**config.mk**
```make
export PLATFORM = sky130hd
export DESIGN_NAME = prot_trig_ctrl
export DESIGN_NICKNAME = d
export VERILOG_FILES = /design/src/rtl/prot_trig_pkg.sv /design/src/rtl/prot_trig_ctrl_qual.sv /design/src/rtl/prot_trig_ctrl.sv
export SDC_FILE = /design/constraint.sdc
export NUM_CORES = 1
export LEC_CHECK = 0
export BUFFER_PORTS_ARGS = -buffer_cell sky130_fd_sc_hd__buf_4
export CAP_MARGIN = 20
export CORE_MARGIN = 4
export CORE_UTILIZATION = 35
export DETAILED_ROUTE_END_ITERATION = 8
export SYNTH_ARGS = -nofsm -noshare
export SYNTH_HDL_FRONTEND = slang
export SYNTH_HIERARCHICAL = 1
export SYNTH_SLANG_ARGS = --single-unit
export TNS_END_PERCENT = 1
```
**constraint.sdc**
```tcl
create_clock -name i_clk -period 2.2 [get_ports i_clk]
set_input_delay 0.11 -clock i_clk [delete_from_list [all_inputs] [get_ports i_clk]]
set_output_delay 0.11 -clock i_clk [all_outputs]
set_load 0.02 [all_outputs]
```
**src/rtl/prot_trig_pkg.sv**
```systemverilog
// Shared types for the protocol trigger controller: FSM state encoding and
// the bit position of each trigger source within src_trig/src_en.
`timescale 1ns/1ps
package prot_trig_pkg;

    typedef enum logic [1:0] {
        IDLE  = 2'd0,
        ARMED = 2'd1,
        TRIG  = 2'd2,
        DONE  = 2'd3
    } trig_state_t;

    localparam int SRC_UART = 0;
    localparam int SRC_SPI  = 1;
    localparam int SRC_CH   = 2;

endpackage

```
**src/rtl/prot_trig_ctrl_qual.sv**
```systemverilog
// trig_qual: turns raw source triggers into a single fire request, either
// any-enabled-source (OR) or all-enabled-sources with sticky latches (AND).
`timescale 1ns/1ps
module trig_qual
    import prot_trig_pkg::*;
#(
    parameter int NUM_SRC = 3
)
(
    input  logic               i_clk,
    input  logic               i_rst_n,
    input  logic               i_active,
    input  logic               i_mode_and,
    input  logic [NUM_SRC-1:0] i_src_trig,
    input  logic [NUM_SRC-1:0] i_src_en,
    output logic               o_fire
);

    logic [NUM_SRC-1:0] r_latch;
    logic [NUM_SRC-1:0] w_hit;
    logic               w_or_fire;
    logic               w_and_fire;

    assign w_hit = i_src_trig & i_src_en;

    // Latches only accumulate while qualification is active; anything else wipes them.
    always_ff @(posedge i_clk) begin
        if (!i_rst_n) begin
            r_latch <= '0;
        end else if (!i_active) begin
            r_latch <= '0;
        end else begin
            r_latch <= r_latch | w_hit;
        end
    end

    assign w_or_fire  = |w_hit;
    assign w_and_fire = &(r_latch | w_hit | ~i_src_en);
    assign o_fire     = i_active && (|i_src_en) && (i_mode_and ? w_and_fire : w_or_fire);

endmodule

```
**src/rtl/prot_trig_ctrl.sv**
```systemverilog
// prot_trig_ctrl: arm/trigger/post-trigger-count FSM gating capture RAM writes.
// Optional holdoff after arming is enabled by defining PROT_TRIG_HOLDOFF_EN.
`timescale 1ns/1ps
module prot_trig_ctrl
    import prot_trig_pkg::*;
#(
    parameter int NUM_SRC = 3,
    parameter int CNT_W   = 9,
    parameter int HOLD_W  = 8
)
(
    input  logic               i_clk,
    input  logic               i_rst_n,
    input  logic               i_arm,
    input  logic [NUM_SRC-1:0] i_src_trig,
    input  logic [NUM_SRC-1:0] i_src_en,
    input  logic               i_mode_and,
    input  logic [CNT_W-1:0]   i_trig_pos,
    input  logic [HOLD_W-1:0]  i_holdoff,
    input  logic               i_smpl_en,
    input  logic               i_done_clr,
    output logic               o_armed,
    output logic               o_triggered,
    output logic               o_wr_en,
    output logic               o_done
);

    trig_state_t       r_state;
    trig_state_t       w_next;
    logic [CNT_W-1:0]  r_cnt;
    logic              w_cnt_hit;
    logic              w_qual_en;
    logic              w_fire;

`ifdef PROT_TRIG_HOLDOFF_EN
    logic [HOLD_W-1:0] r_hold;

    // Holdoff is loaded on the IDLE->ARMED edge and counts down in sample units.
    always_ff @(posedge i_clk) begin
        if (!i_rst_n) begin
            r_hold <= '0;
        end else if (r_state == IDLE && i_arm) begin
            r_hold <= i_holdoff;
        end else if (r_state != ARMED) begin
            r_hold <= '0;
        end else if (i_smpl_en && r_hold != '0) begin
            r_hold <= r_hold - 1'b1;
        end
    end

    assign w_qual_en = (r_state == ARMED) && (r_hold == '0);
`else
    logic w_unused_holdoff;
    assign w_unused_holdoff = ^i_holdoff;
    assign w_qual_en        = (r_state == ARMED);
`endif

    trig_qual #(
        .NUM_SRC (NUM_SRC)
    ) u_qual (
        .i_clk      (i_clk),
        .i_rst_n    (i_rst_n),
        .i_active   (w_qual_en),
        .i_mode_and (i_mode_and),
        .i_src_trig (i_src_trig),
        .i_src_en   (i_src_en),
        .o_fire     (w_fire)
    );

    assign w_cnt_hit = (r_cnt == i_trig_pos);

    // Post-trigger sample count; holds once the target is reached and saturates at all-ones.
    always_ff @(posedge i_clk) begin
        if (!i_rst_n) begin
            r_cnt <= '0;
        end else if (r_state != TRIG) begin
            r_cnt <= '0;
        end else if (i_smpl_en && !w_cnt_hit && r_cnt != '1) begin
            r_cnt <= r_cnt + 1'b1;
        end
    end

    always_ff @(posedge i_clk) begin
        if (!i_rst_n) begin
            r_state <= IDLE;
        end else begin
            r_state <= w_next;
        end
    end

    // Dropping arm aborts from ARMED/TRIG; DONE only leaves on done_clr.
    always_comb begin
        w_next = r_state;
        case (r_state)
            IDLE:    if (i_arm) w_next = ARMED;
            ARMED:   if (!i_arm) w_next = IDLE; else if (w_fire) w_next = TRIG;
            TRIG:    if (!i_arm) w_next = IDLE; else if (w_cnt_hit) w_next = DONE;
            DONE:    if (i_done_clr) w_next = IDLE;
            default: w_next = IDLE;
        endcase
    end

    always_comb begin
        o_armed     = 1'b0;
        o_triggered = 1'b0;
        o_wr_en     = 1'b0;
        o_done      = 1'b0;
        case (r_state)
            ARMED: begin
                o_armed = 1'b1;
                o_wr_en = i_smpl_en;
            end
            TRIG: begin
                o_armed     = 1'b1;
                o_triggered = 1'b1;
                o_wr_en     = i_smpl_en & ~w_cnt_hit;
            end
            DONE: begin
                o_triggered = 1'b1;
                o_done      = 1'b1;
            end
            default: ;
        endcase
    end

endmodule
```
### Word-level counts from Yosys, hierarchy flattened

Cells that the tools add are included.
Widths: inputs -> output; s select.

| storage, ports and cells | value |
|---|---|
| input bits | 29 |
| output and inout bits | 4 |
| flip-flop bits (word level) | 14 |
| word-level logic and storage cells | 47 |

| operators by class | value |
|---|---|
| multiplexer cells | 12 |
| equal/unequal tests | 10 |
| add/sub/neg operators | 1 |
| reduce and logical (&&, ||, !) cells | 14 |
| bitwise gates (word level) | 7 |

Operators with widths:

| kind | count |
|---|---|
| $mux 2 | 6 |
| $add 9x1->9 const B | 1 |
| $eq 9x9->1 | 1 |
| $ne 9x9->1 const B | 1 |
| $pmux 2 s4 | 1 |
| $ne 2x2->1 const B | 3 |
| $ne 3x3->1 const B | 2 |
| $or 3x3->3 | 2 |
| $reduce_or 2->1 | 3 |
| $reduce_or 3->1 | 2 |
| $eq 2x2->1 const B | 2 |
| $logic_and 1x1->1 | 4 |
| $mux 1 | 4 |
| $reduce_and 4->1 | 1 |
| $and 3x3->3 | 1 |
| $not 3->3 | 1 |
| $reduce_and 3->1 | 1 |
| $eq 2x1->1 const B | 1 |
| $logic_not 2->1 | 1 |
| $not 1->1 | 2 |
| $pmux 1 s2 | 1 |
| $reduce_and 2->1 | 1 |
| $and 1x1->1 | 1 |
| $logic_not 1->1 | 1 |

### Longest topological paths before layout

Gate-level depths: netlist (run 1).

| logic depth | value |
|---|---|
| depth after elaboration | 9 |
| depth in mapped cells | 11 |
| mapped depth without buffers | 10 |

### By module

The synthesis (run 1) kept the hierarchy.

By module, submodules not included:

| module | cells an instance | area an instance (µm²) | times used | sequential area each (µm²) |
|---|---|---|---|---|
| prot_trig_ctrl | 92 | 783.3 | 1 | 220.2 |
| trig_qual | 18 | 158.9 | 1 | 60.1 |

### Worst setup path before layout (run 1)

Ideal clock, no wire load.

| timing path | value |
|---|---|
| kind | flip-flop to flip-flop |
| start point | register r_cnt[0] |
| end point | register r_cnt[6] |
| setup time | 0.115 ns |
| cell stages (with the launch flop) | 12 |
| arrival | 1.794 ns |
| path slack | 0.292 ns |
| data required time | 2.085 ns |
| path buffers | 1 |
| period minus slack after synthesis | 1.908 ns |
| cells stage by stage | dfxtp_1 ha_1 nand2_1 inv_1 nand2_1 nor2_1 ha_1 and2b_2 o31ai_2 buf_6 o31a_2 o21a_1 |

| between the ends | value |
|---|---|
| word-level cells in the longest chain between the ends | 4 |
| elaborated cells between the ends (all ways) | 6 |
| those cells by class | add/sub: 1; eq/ne: 2; reduce/logical: 3 |

Ends and longest elaborated chain:

| element | RTL line | text |
|---|---|---|
| start: declaration | prot_trig_ctrl.sv:30 | `logic [CNT_W-1:0] r_cnt;` |
| start signal: assignment | prot_trig_ctrl.sv:79 | `r_cnt <= r_cnt + 1'b1;` |
| branches (longest 4 deep; another with $add 9x1->9) | -- |  |

Several ways; the timed one is not identified.
A chain may end at the register's enable or synchronous reset.

### Worst setup path after layout (run 1)

| timing path | value |
|---|---|
| start point | register r_cnt[1] |
| end point | register r_cnt[2] |

Same word-level chain as after synthesis.

==> metrics.md, run 1 <==
| Metric | Value |
|---|---|
| Status | finished clean |
| Post-synth top area cell | dfxtp_1 |
| Register area share after synthesis | 0.297 |
| Drt wl/cell | 12.0 um |
| Pwr per Cell Area | 499 mW/mm2 |
| Crit path to | r_cnt[2] |
| Max_cap viols | 0 |
| FILL cells | 257 |
| HPWL Detailed | 1620 um |
| CTS tree | done |
| Vias in the first global route | 792 |
| Antenna violations before repair | 0 |
| Area Overhead vs Synth | 27.5% |
| Starting DRT DRC Count | 35 |
| Synth Area per Inst | 8.57 um2 |
| Synth top area share | 0.297 |
| Post-CTS sizing | 0 |
| Syn Nets | 146 |
| Die height | 59.9 um |
| Vias per cell | 5.23 |
| Clk slew on worst S/H paths | 90 ps |
| Synth unique cells | 35 |
| Hold-fix buffers, CTS | 0 |
| CP Launch Point | r_cnt[1] |
| # rows | 18 |
| # diodes | 0 |
| Core area | 0.00252 mm2 |
| LEAKAGE | 0.464 nW |
| Global-route wire length before repair | 3320 um |
| Final GP Congestion | 0.763 |
| Ys async rst share | 0 |
| Final Skew | 0.662 ps |
| R2R Path Start | r_cnt[1] |
| Seq cells post-synth | 14 |
| Clock Latency Late Sink | 300 ps |
| Reg-to-Reg End | r_cnt[2] |
| Layout Utilization | 0.476 |
| Die ar. | 0.00359 mm2 |
| Boundary Pins | 33 |
| Clock Tree Root | clkbuf_4 |
| Critical path class | flip-flop to flip-flop |
| CTS Sinks | 14 |
| Crit path max fanout | 14 |
| Final Setup Violations | 0 |
| Maximum vdd drop | 0.312 mV |
| I/O Buffers | 24 |
| Number of synthesized flops with an enable pin | 0 |
| Starting Density | 0.374 |
| Post-layout min period | 2030 ps |
| Crit path DAT | 2260 ps |
| Final Max Slew Viols | 0 |
| Crit. End Element | flip-flop |
| Clock buffer depth | 2 |
| Routed Wire Length | 2020 um |
| Drt drc | 0 |
| Period utilisation layout | 0.923 |
| R2R depth | 10 |
| Most common library cells after synthesis | dfxtp_1 (14), nand2_1 (14), a21oi_1 (12) |
| Synth warn | 6 |
| Reg-to-reg slack, setup | 170 ps |
| Via count | 878 |
| Largest net degree at the start of global routing | 15 |
| Synth top area cells | dfxtp_1 (30%), ha_1 (9.3%), xnor2_1 (9.3%), a21oi_1 (6.4%), nand2_1 (5.6%) |
| Grt ovf | 0 |
| Slew margin rel. | 0.659 |
| Final Hold Viols | 0 |
| RSZ-0062 raised after global routing | false |
| Synth Instances | 110 |
| H-Tree Level Count | 1 |
| Antenna-violating nets left | 0 |
| Final #Nets | 175 |
| Synth Flop Type | dfxtp_1 |
| Inserted Clock Buffers | 3 |
| Total power | 0.599 mW |
| Hold Path Class | primary input to flip-flop |
| Fmax | 0.493 GHz |
| Critical path data required time | 2430 ps |
| CP Launch Type | flip-flop |
| Mapped cell area | 942 um2 |
| Layout cells sized above 1 | 0.290 |
| Post-Route Setup TNS | 0 ps |
| Total GRT Usage | 0.123 |
| Die X | 59.9 um |
| Worst Tran Pin Value | 511 ps |
| TritonRoute pass-1 iters | 4 |
| Setup Buffers After CTS | 0 |
[cells by family after synthesis]
group,synth area share
and+or+nand+nor,0.256
DFF,0.297
adders and majority gates,0.0930
muxes,0.0106
buffers and inverters,0.0319
xor gates and xnor gates,0.0930
AOI/OAI and AO/OA,0.218
[flip-flops by register name (all words and copies together), names as in the netlist]
| signal | count |
|---|---|
| r_state | 2 |
| r_cnt | 9 |
| u_qual/r_latch | 3 |
[layout make-up]
cell class	count	area [um2]	area share
tap	30	37.5	0.0313
inverter	5	18.8	0.0156
clock buffer	4	36.3	0.0302
multi-input combinational	90	641	0.533
timing repair buffer	25	188	0.156
sequential	14	280	0.233
[routing by layer]
metal / wire [um] / global-route usage
met5: 0 / 0
met4: 46 / 0.0854
met3: 177 / 0.0281
met2: 906 / 0.194
met1: 892 / 0.146
[worst max-delay path, stage by stage, from the launching register on]
cell	delay [ps]
dfxtp_1	350
ha_1	210
nand2_1	110
inv_1	60
nand2_1	60
nor2_1	50
ha_1	170
and2b_2	240
o31ai_4	140
or3_2	440
a21oi_1	140
[worst min path at each step]
stage	startpoint	end	slack [ps]	depth (start not counted)
after global routing	i_src_trig[0]	u_qual/r_latch[0]	60	3
after detailed placement	i_src_trig[0]	u_qual/r_latch[0]	370	3
final	i_src_trig[1]	u_qual/r_latch[1]	50	3
after CTS	i_src_trig[0]	u_qual/r_latch[0]	50	3
after floorplan	i_rst_n	r_state[0]	240	1
after global placement	i_src_trig[1]	u_qual/r_latch[1]	360	3
[placed cells by master (no fill, tap or decap), drive strengths merged, types with 4 or more instances in the layout]
master / n
a21oi: 12
buf: 25
clkbuf: 4
dfxtp: 14
ha: 7
inv: 5
nand2: 15
nor2: 7
o21ai: 5
o31ai: 4
or3: 5
xnor2: 10
[power by group]
group	switching (mW)	internal, mW	leakage, nW
Sequential	0.00555	0.260	0.113
Clock	0.0938	0.101	0.0210
Combinational	0.0670	0.0721	0.330
Total	0.166	0.433	0.464
[metrics by stage]
stage          hold WS, ps  setup WS, ps  cells  area [um2]
2_1_floorplan          243           292    110         942
3_3_place_gp           359           173    164        1160
3_5_place_dp           368           128    164        1160
4_1_cts               50.9           122    168        1190
5_1_grt               56.1          34.8    168        1200
6_report              53.5           170    168        1200
Note: power is estimated with default switching activity, not from simulation.
==> inputs of run 2 (changes only) <==
--- a/config.mk
+++ b/config.mk
@@ -5,6 +5,7 @@
 export SDC_FILE = /design/constraint.sdc
 export NUM_CORES = 1
 export LEC_CHECK = 0
+export ABC_AREA = 1
 export BUFFER_PORTS_ARGS = -buffer_cell sky130_fd_sc_hd__buf_4
 export CAP_MARGIN = 20
 export CORE_MARGIN = 4
@@ -14,4 +15,4 @@
 export SYNTH_HDL_FRONTEND = slang
 export SYNTH_HIERARCHICAL = 1
 export SYNTH_SLANG_ARGS = --single-unit
-export TNS_END_PERCENT = 1
+export TNS_END_PERCENT = 30
==> metrics.md, run 2 <==
| Metric | Value |
|---|---|
| Slowest cell on the critical path | dfxtp_1 |
| Max_cap viols | 0 (unchanged) |
| Count leader, synth | nand2_1 |
| Clk slew on worst S/H paths | 90 ps (about the same) |
| Synth top area share | 0.275 (-0.0226) |
| Via count | 990 (+13%) |
| Int Pwr | 0.552 mW (+28%) |
| Starting Density | 0.367 (-0.00689) |
| Total GRT Usage | 0.135 (+0.0121) |
| Global-route wire length before repair | 3880 um (+17%) |
| Largest stage delay, worst path | 380 ps (-60 ps) |
| Number of synthesized flops with an enable pin | 0 (unchanged) |
| I/O Buffers | 24 (unchanged) |
| Crit path max fanout | 6 (-8) |
| Synth top area cells | dfxtp_1 (27%), nand2_1 (14%), nand3_1 (10%), ha_1 (8.6%), a21oi_1 (8.3%) |
| # rows | 19 (+1) |
| Placed cell areas | 0.00122 mm2 (+5.8%) |
| FILL cells | 298 (+16%) |
| Synth Instances | 151 (+37%) |
| M2 GR Usage | 0.219 (+0.0245) |
| Commonest non-fill, non-tap cell in the layout | nand2_1 |
| Sequential Power Share | 0.333 (-0.110) |
| Clock Latency Late Sink | 280 ps (-20 ps) |
| Post-synth top area cell | dfxtp_1 |
| TritonRoute pass-1 iters | 4 (unchanged) |
| Synth Area per Inst | 6.75 um2 (-21%) |
| Largest register by flop count | r_cnt |
| Crit path buffers/inverters | 1 (unchanged) |
| HPWL Detailed | 1770 um (+9.6%) |
| Sw Ratio | 0.386 (+0.108) |
| Most frequent cells in the layout | nand2_1 (37), buf_4 (25), inv_1 (22) |
| Die ar. | 0.00384 mm2 (+7.1%) |
| Hold-fix buffers, CTS | 0 (unchanged) |
| Die X | 62.0 um (+3.5%) |
| Largest net degree at the start of global routing | 13 (-2) |
| Inserted Clock Buffers | 3 (unchanged) |
| Final Setup Violations | 0 (unchanged) |
| Critical path class | flip-flop to flip-flop |
| CTS tree | done |
| Drt wl/cell | 10.7 um (-11%) |
| Post-Route Setup TNS | 0 ps (unchanged) |
| Area Overhead vs Synth | 23.6% |
| Finished Cell Area | 0.00126 mm2 (+4.9%) |
| Antenna-violating nets left | 0 (unchanged) |
| Final #Nets | 215 (+23%) |
| Critical path data required time | 2410 ps (-20 ps) |
| Synth Flop Type | dfxtp_1 |
| Post-CTS sizing | 0 (unchanged) |
| Vias in the first global route | 923 (+17%) |
| Crit-path cells | ha_1, nand3_1, nor2_1, ha_1, nor2_2, buf_4, nand3_1, a21oi_1 |
| Boundary Pins | 33 (unchanged) |
| Grt ovf | 0 (unchanged) |
| Max reg flops | 9 (unchanged) |
| Most common library cells after synthesis | nand2_1 (37), inv_1 (22), nand3_1 (21) |
| Ys async rst share | 0 (unchanged) |
| Vias per cell | 4.74 (-9.4%) |
| Clock share of power | 0.209 (-0.116) |
| Register area share after synthesis | 0.275 (-0.0226) |
| Area occupied by multi-input gates | 634 um2 (-0.98%) |
| Grt peak-use layer | met2 |
| RSZ-0062 raised after global routing | false |
| Period utilisation layout | 0.798 (-0.125) |
| Top delay family on crit path | simple AND/OR/NAND/NOR gates |
| LEAKAGE | 0.577 nW (+24%) |
| Syn Nets | 187 (+28%) |
| Final Skew | 7.43 ps (+6.77 ps) |
| Fmax | 0.570 GHz (+16%) |
| Drt drc | 0 (unchanged) |
| Clock Tree Root | clkbuf_4 |
| Post-layout min period | 1760 ps (-275 ps) |
| Switching power | 0.346 mW (+110%) |
| Register area | 280 um2 (unchanged) |
| Comb power frac | 0.457 (+0.225) |
| Slew margin rel. | 0.778 (+0.118) |
| Layout cells sized above 1 | 0.219 (-0.0708) |
| Final Hold Viols | 0 (unchanged) |
| Met3 usage | 0.0372 (+0.00911) |
| Biggest regs | r_cnt (9), u_qual/r_latch (3), r_state (2) |
| Core area | 0.00278 mm2 (+10%) |
| Crit. End Element | flip-flop |
| # diodes | 0 (unchanged) |
| Hold Path Class | primary input to flip-flop |
| Pwr per Cell Area | 713 mW/mm2 (+43%) |
| Synth unique cells | 18 (-49%) |
| CTS Sinks | 14 (unchanged) |
| Status | finished clean |
| Seq cells post-synth | 14 (unchanged) |
| Maximum vdd drop | 0.448 mV (+43%) |
| Worst Tran Pin Value | 332 ps (-178 ps) |
| Synth warn | 6 (unchanged) |
| Crit path DAT | 1960 ps (-300 ps) |
| Reg-to-reg slack, setup | 440 ps (+270 ps) |
| Clock buffer depth | 2 (unchanged) |
| H-Tree Level Count | 1 (unchanged) |
| Final Max Slew Viols | 0 (unchanged) |
| Starting DRT DRC Count | 11 (-69%) |
| CP Launch Type | flip-flop |
| Setup Buffers After CTS | 0 (unchanged) |
| Final GP Congestion | 0.759 (-0.46%) |
| Die height | 62.0 um (+3.5%) |
| Routed Wire Length | 2230 um (+10%) |
| Met1 usage | 0.173 (+0.0267) |
| Mapped cell area | 0.00102 mm2 (+8.2%) |
| Antenna violations before repair | 0 (unchanged) |
[run 2: path summary, 6_finish.rpt]
path / from / end / depth (start not counted)
min reg2reg: u_qual/r_latch[0] / u_qual/r_latch[0] / 2
max: r_cnt[0] / r_cnt[2] / 8
min: i_rst_n / r_state[1] / 3
max reg2reg: r_cnt[0] / r_cnt[2] / 8
[run 2: layer usage]
metal	wire [um]	share of wire	up-vias
li1	-	-	535
met1	1040	0.47	434
met2	1070	0.48	19
met3	103	0.046	2
met4	17	0.0076	0
met5	0	0	-
[run 2: power groups by stage]
stage	clock network (mW)	logic, mW	registers (mW)
CTS	0.200	0.416	0.300
global placement	0	0.404	0.305
finish	0.188	0.411	0.300
floorplan	0	0.281	0.300
detailed placement	0	0.414	0.304
global route	0.212	0.468	0.304
[run 2: stage by stage]
step            util  power [mW]  setup slack [ps]  hold slack, ps  std cells
2_1_floorplan      -       0.581               642             231        151
3_3_place_gp   0.440       0.709               517             371        205
3_5_place_dp   0.440       0.718               486             380        205
4_1_cts        0.453       0.915               439            60.5        209
5_1_grt        0.453       0.985               255            64.5        209
6_report       0.453       0.898               445            75.2        209
[run 2: logic make-up (layout without fill, tap and decap cells)]
family	after synthesis	count (layout)	share of synthesized area
AO/OA/AOI/OAI	21	21	0.112
XOR/XNOR	12	12	0.103
adder cells (fa/ha/maj)	7	7	0.0859
buffers and inverters	24	51	0.103
flip-flops	14	14	0.275
AND/OR/NAND/NOR	73	73	0.321
[run 2: cell type report]
| class | instances | share of cell area |
|---|---|---|
| repair buffers | 25 | 0.149 |
| clock buffers | 4 | 0.0288 |
| multi-input cells | 113 | 0.503 |
| inverters | 22 | 0.0655 |
| flip-flops and latches | 14 | 0.222 |
| well taps | 31 | 0.0308 |
[run 2: worst min-delay path, delay by kind of cell]
kind          cells  cell delay (ps)
buf+inv           1              120
simple gates      2               90
==> inputs of run 3 (changes only) <==
==> constraint.sdc (replaced) <==
create_clock -name i_clk -period 1.6 [get_ports i_clk]
set_input_delay 0.08 -clock i_clk [delete_from_list [all_inputs] [get_ports i_clk]]
set_output_delay 0.08 -clock i_clk [all_outputs]
set_load 0.02 [all_outputs]
==> metrics.md, run 3 (same netlist as run 2, synthesis figures left out) <==
| Metric | Value |
|---|---|
| Hold Path Class | primary input to flip-flop |
| Slew margin rel. | 0.761 (-0.0169) |
| Final Skew | 2.81 ps (-4.63 ps) |
| Crit path buffers/inverters | 2 (+1) |
| Final Max Slew Viols | 0 (unchanged) |
| Area Overhead vs Synth | 42.2% |
| Clock Tree Root | clkbuf_4 |
| Grt ovf | 0 (unchanged) |
| Clock Latency Late Sink | 280 ps (about the same) |
| Commonest non-fill, non-tap cell in the layout | nand2_1 |
| LEAKAGE | 0.653 nW (+13%) |
| Fmax | 0.647 GHz |
| Critical path class | flip-flop to output pin |
| Antenna-violating nets left | 0 (unchanged) |
| Crit path DAT | 1470 ps (-490 ps) |
| Period utilisation layout | 0.966 |
| CP Launch Type | flip-flop |
| Pwr per Cell Area | 940 mW/mm2 (+32%) |
| Status | finished clean |
| Clk slew on worst S/H paths | 90 ps (about the same) |
| Boundary Pins | 33 (unchanged) |
| Hold-fix buffers, CTS | 0 (unchanged) |
| Post-layout min period | 1550 ps |
| Maximum vdd drop | 0.794 mV (+77%) |
| Max reg flops | 9 (unchanged) |
| Via count | 1066 (+7.7%) |
| Min Hold Slack | 51.3 ps (-23.8 ps) |
| CTS tree | done |
| Starting Density | 0.367 (unchanged) |
| Critical path data required time | 1520 ps (-890 ps) |
| Largest register by flop count | r_cnt |
| HPWL Detailed | 1860 um (+5.2%) |
| Clock buffer depth | 2 (unchanged) |
| R2R depth | 9 (+1) |
| Final Setup Violations | 0 (unchanged) |
| # diodes | 0 (unchanged) |
| R2R Path Start | r_cnt[0] |
| RSZ-0062 raised after global routing | true |
| TritonRoute pass-1 iters | 4 (unchanged) |
| Finished Cell Area | 0.00145 mm2 (+15%) |
| Inserted Clock Buffers | 3 (unchanged) |
| Crit-path cells | buf_6, xnor2_4, nand3_2, nor2_4, nand2_4, a21oi_2, nor2_1, buf_4 |
| Total GRT Usage | 0.145 (+0.00913) |
| Max_cap viols | 0 (unchanged) |
| Crit path to | o_wr_en |
| Largest stage delay, worst path | 340 ps (-40 ps) |
| Die X | 62.0 um (unchanged) |
| Core area | 0.00278 mm2 (unchanged) |
| Layout Utilization | 0.521 (+0.0684) |
| Layout cells sized above 1 | 0.366 (+0.147) |
| Inst Count DP | 214 (+4.4%) |
| Biggest regs | r_cnt (9), u_qual/r_latch (3), r_state (2) |
| Starting DRT DRC Count | 40 (+29) |
| Placed cell areas | 0.00129 mm2 (+5.5%) |
| Die height | 62.0 um (unchanged) |
| # rows | 19 (unchanged) |
| Slowest cell on the critical path | dfxtp_2 |
| Top delay family on crit path | flip-flops |
| Routed Wire Length | 2470 um (+11%) |
| Crit. End Element | output pin |
| Die ar. | 0.00384 mm2 (unchanged) |
| Worst path depth | 8 (unchanged) |
| Most frequent cells in the layout | nand2_1 (35), buf_4 (34), inv_1 (21) |
| Vias per cell | 4.80 (+1.4%) |
| Global-route wire length before repair | 4080 um (+5.0%) |
| CTS Sinks | 14 (unchanged) |
| H-Tree Level Count | 1 (unchanged) |
| CP Launch Point | r_cnt[1] |
| Vias in the first global route | 1045 (+13%) |
| Post-Route Setup TNS | 0 ps (unchanged) |
| Final #Nets | 228 (+6.0%) |
| Antenna violations before repair | 0 (unchanged) |
| Drt wl/cell | 11.1 um (+4.2%) |
| Final Non-Filler Cells | 222 (+6.2%) |
| Crit path max fanout | 4 (-2) |
| Reg-to-reg slack, setup | 60 ps (-380 ps) |
| Final GP Congestion | 0.776 (+2.2%) |
| I/O Buffers | 24 (unchanged) |
| Largest net degree at the start of global routing | 12 (-1) |
| Reg-to-Reg End | r_cnt[8] |
| Worst Tran Pin Value | 358 ps (+25.3 ps) |
| Final Hold Viols | 0 (unchanged) |
| Drt drc | 0 (unchanged) |
run 3: worst min path at each step:
stage                   from                end  slack [ps]  cells past startpoint
3_5_place_dp         i_rst_n         r_state[1]         350                      3
3_3_place_gp         i_rst_n         r_state[1]         340                      3
4_1_cts              i_rst_n         r_state[1]          40                      3
5_1_grt        i_src_trig[0]  u_qual/r_latch[0]          50                      3
6_report       i_src_trig[0]  u_qual/r_latch[0]          50                      3
2_1_floorplan        i_rst_n         r_state[1]         200                      2
run 3: power breakdown:
part / leakage (nW) / switching (mW) / internal (mW)
combinational: 0.516 / 0.376 / 0.317
clock: 0.0210 / 0.127 / 0.138
sequential: 0.116 / 0.0195 / 0.386
run 3: timing repair:
action | CTS | global route
buffers inserted | 4 | 0
pin swaps | 7 | 15
gates resized for setup | 10 | 17
setup endpoints to repair | 3 | 13
run 3: final cells by class:
class	count	area, um2
Multi-Input combinational cell	113	703
Timing Repair Buffer	38	300
Sequential cell	14	287
Clock buffer	4	36.3
Inverter	22	85.1
Tap cell	31	38.8
Fill cell	285	1330
run 3: routing by layer:
layer	GRT usage	part of all wire
met5	0	0
met4	0.0758	0.0089
met3	0.0289	0.043
met2	0.249	0.50
met1	0.167	0.45
run 3: worst register-to-register path, stage by stage (launching register included):
cell     delay (ps)
dfxtp_2         330
buf_4           120
ha_2            190
nand3_2          80
nor2_2           40
ha_2            190
nor2_4          170
buf_6           140
nand3_1          80
a21oi_1         130
run 3: per-stage QoR:
step	power (mW)	setup WS, ps
floorplan	0.798	42.2
global placement	1.03	40.5
detailed placement	1.04	6.54
CTS	1.36	-33.9
global route	1.48	-84.7
finish	1.36	53.8
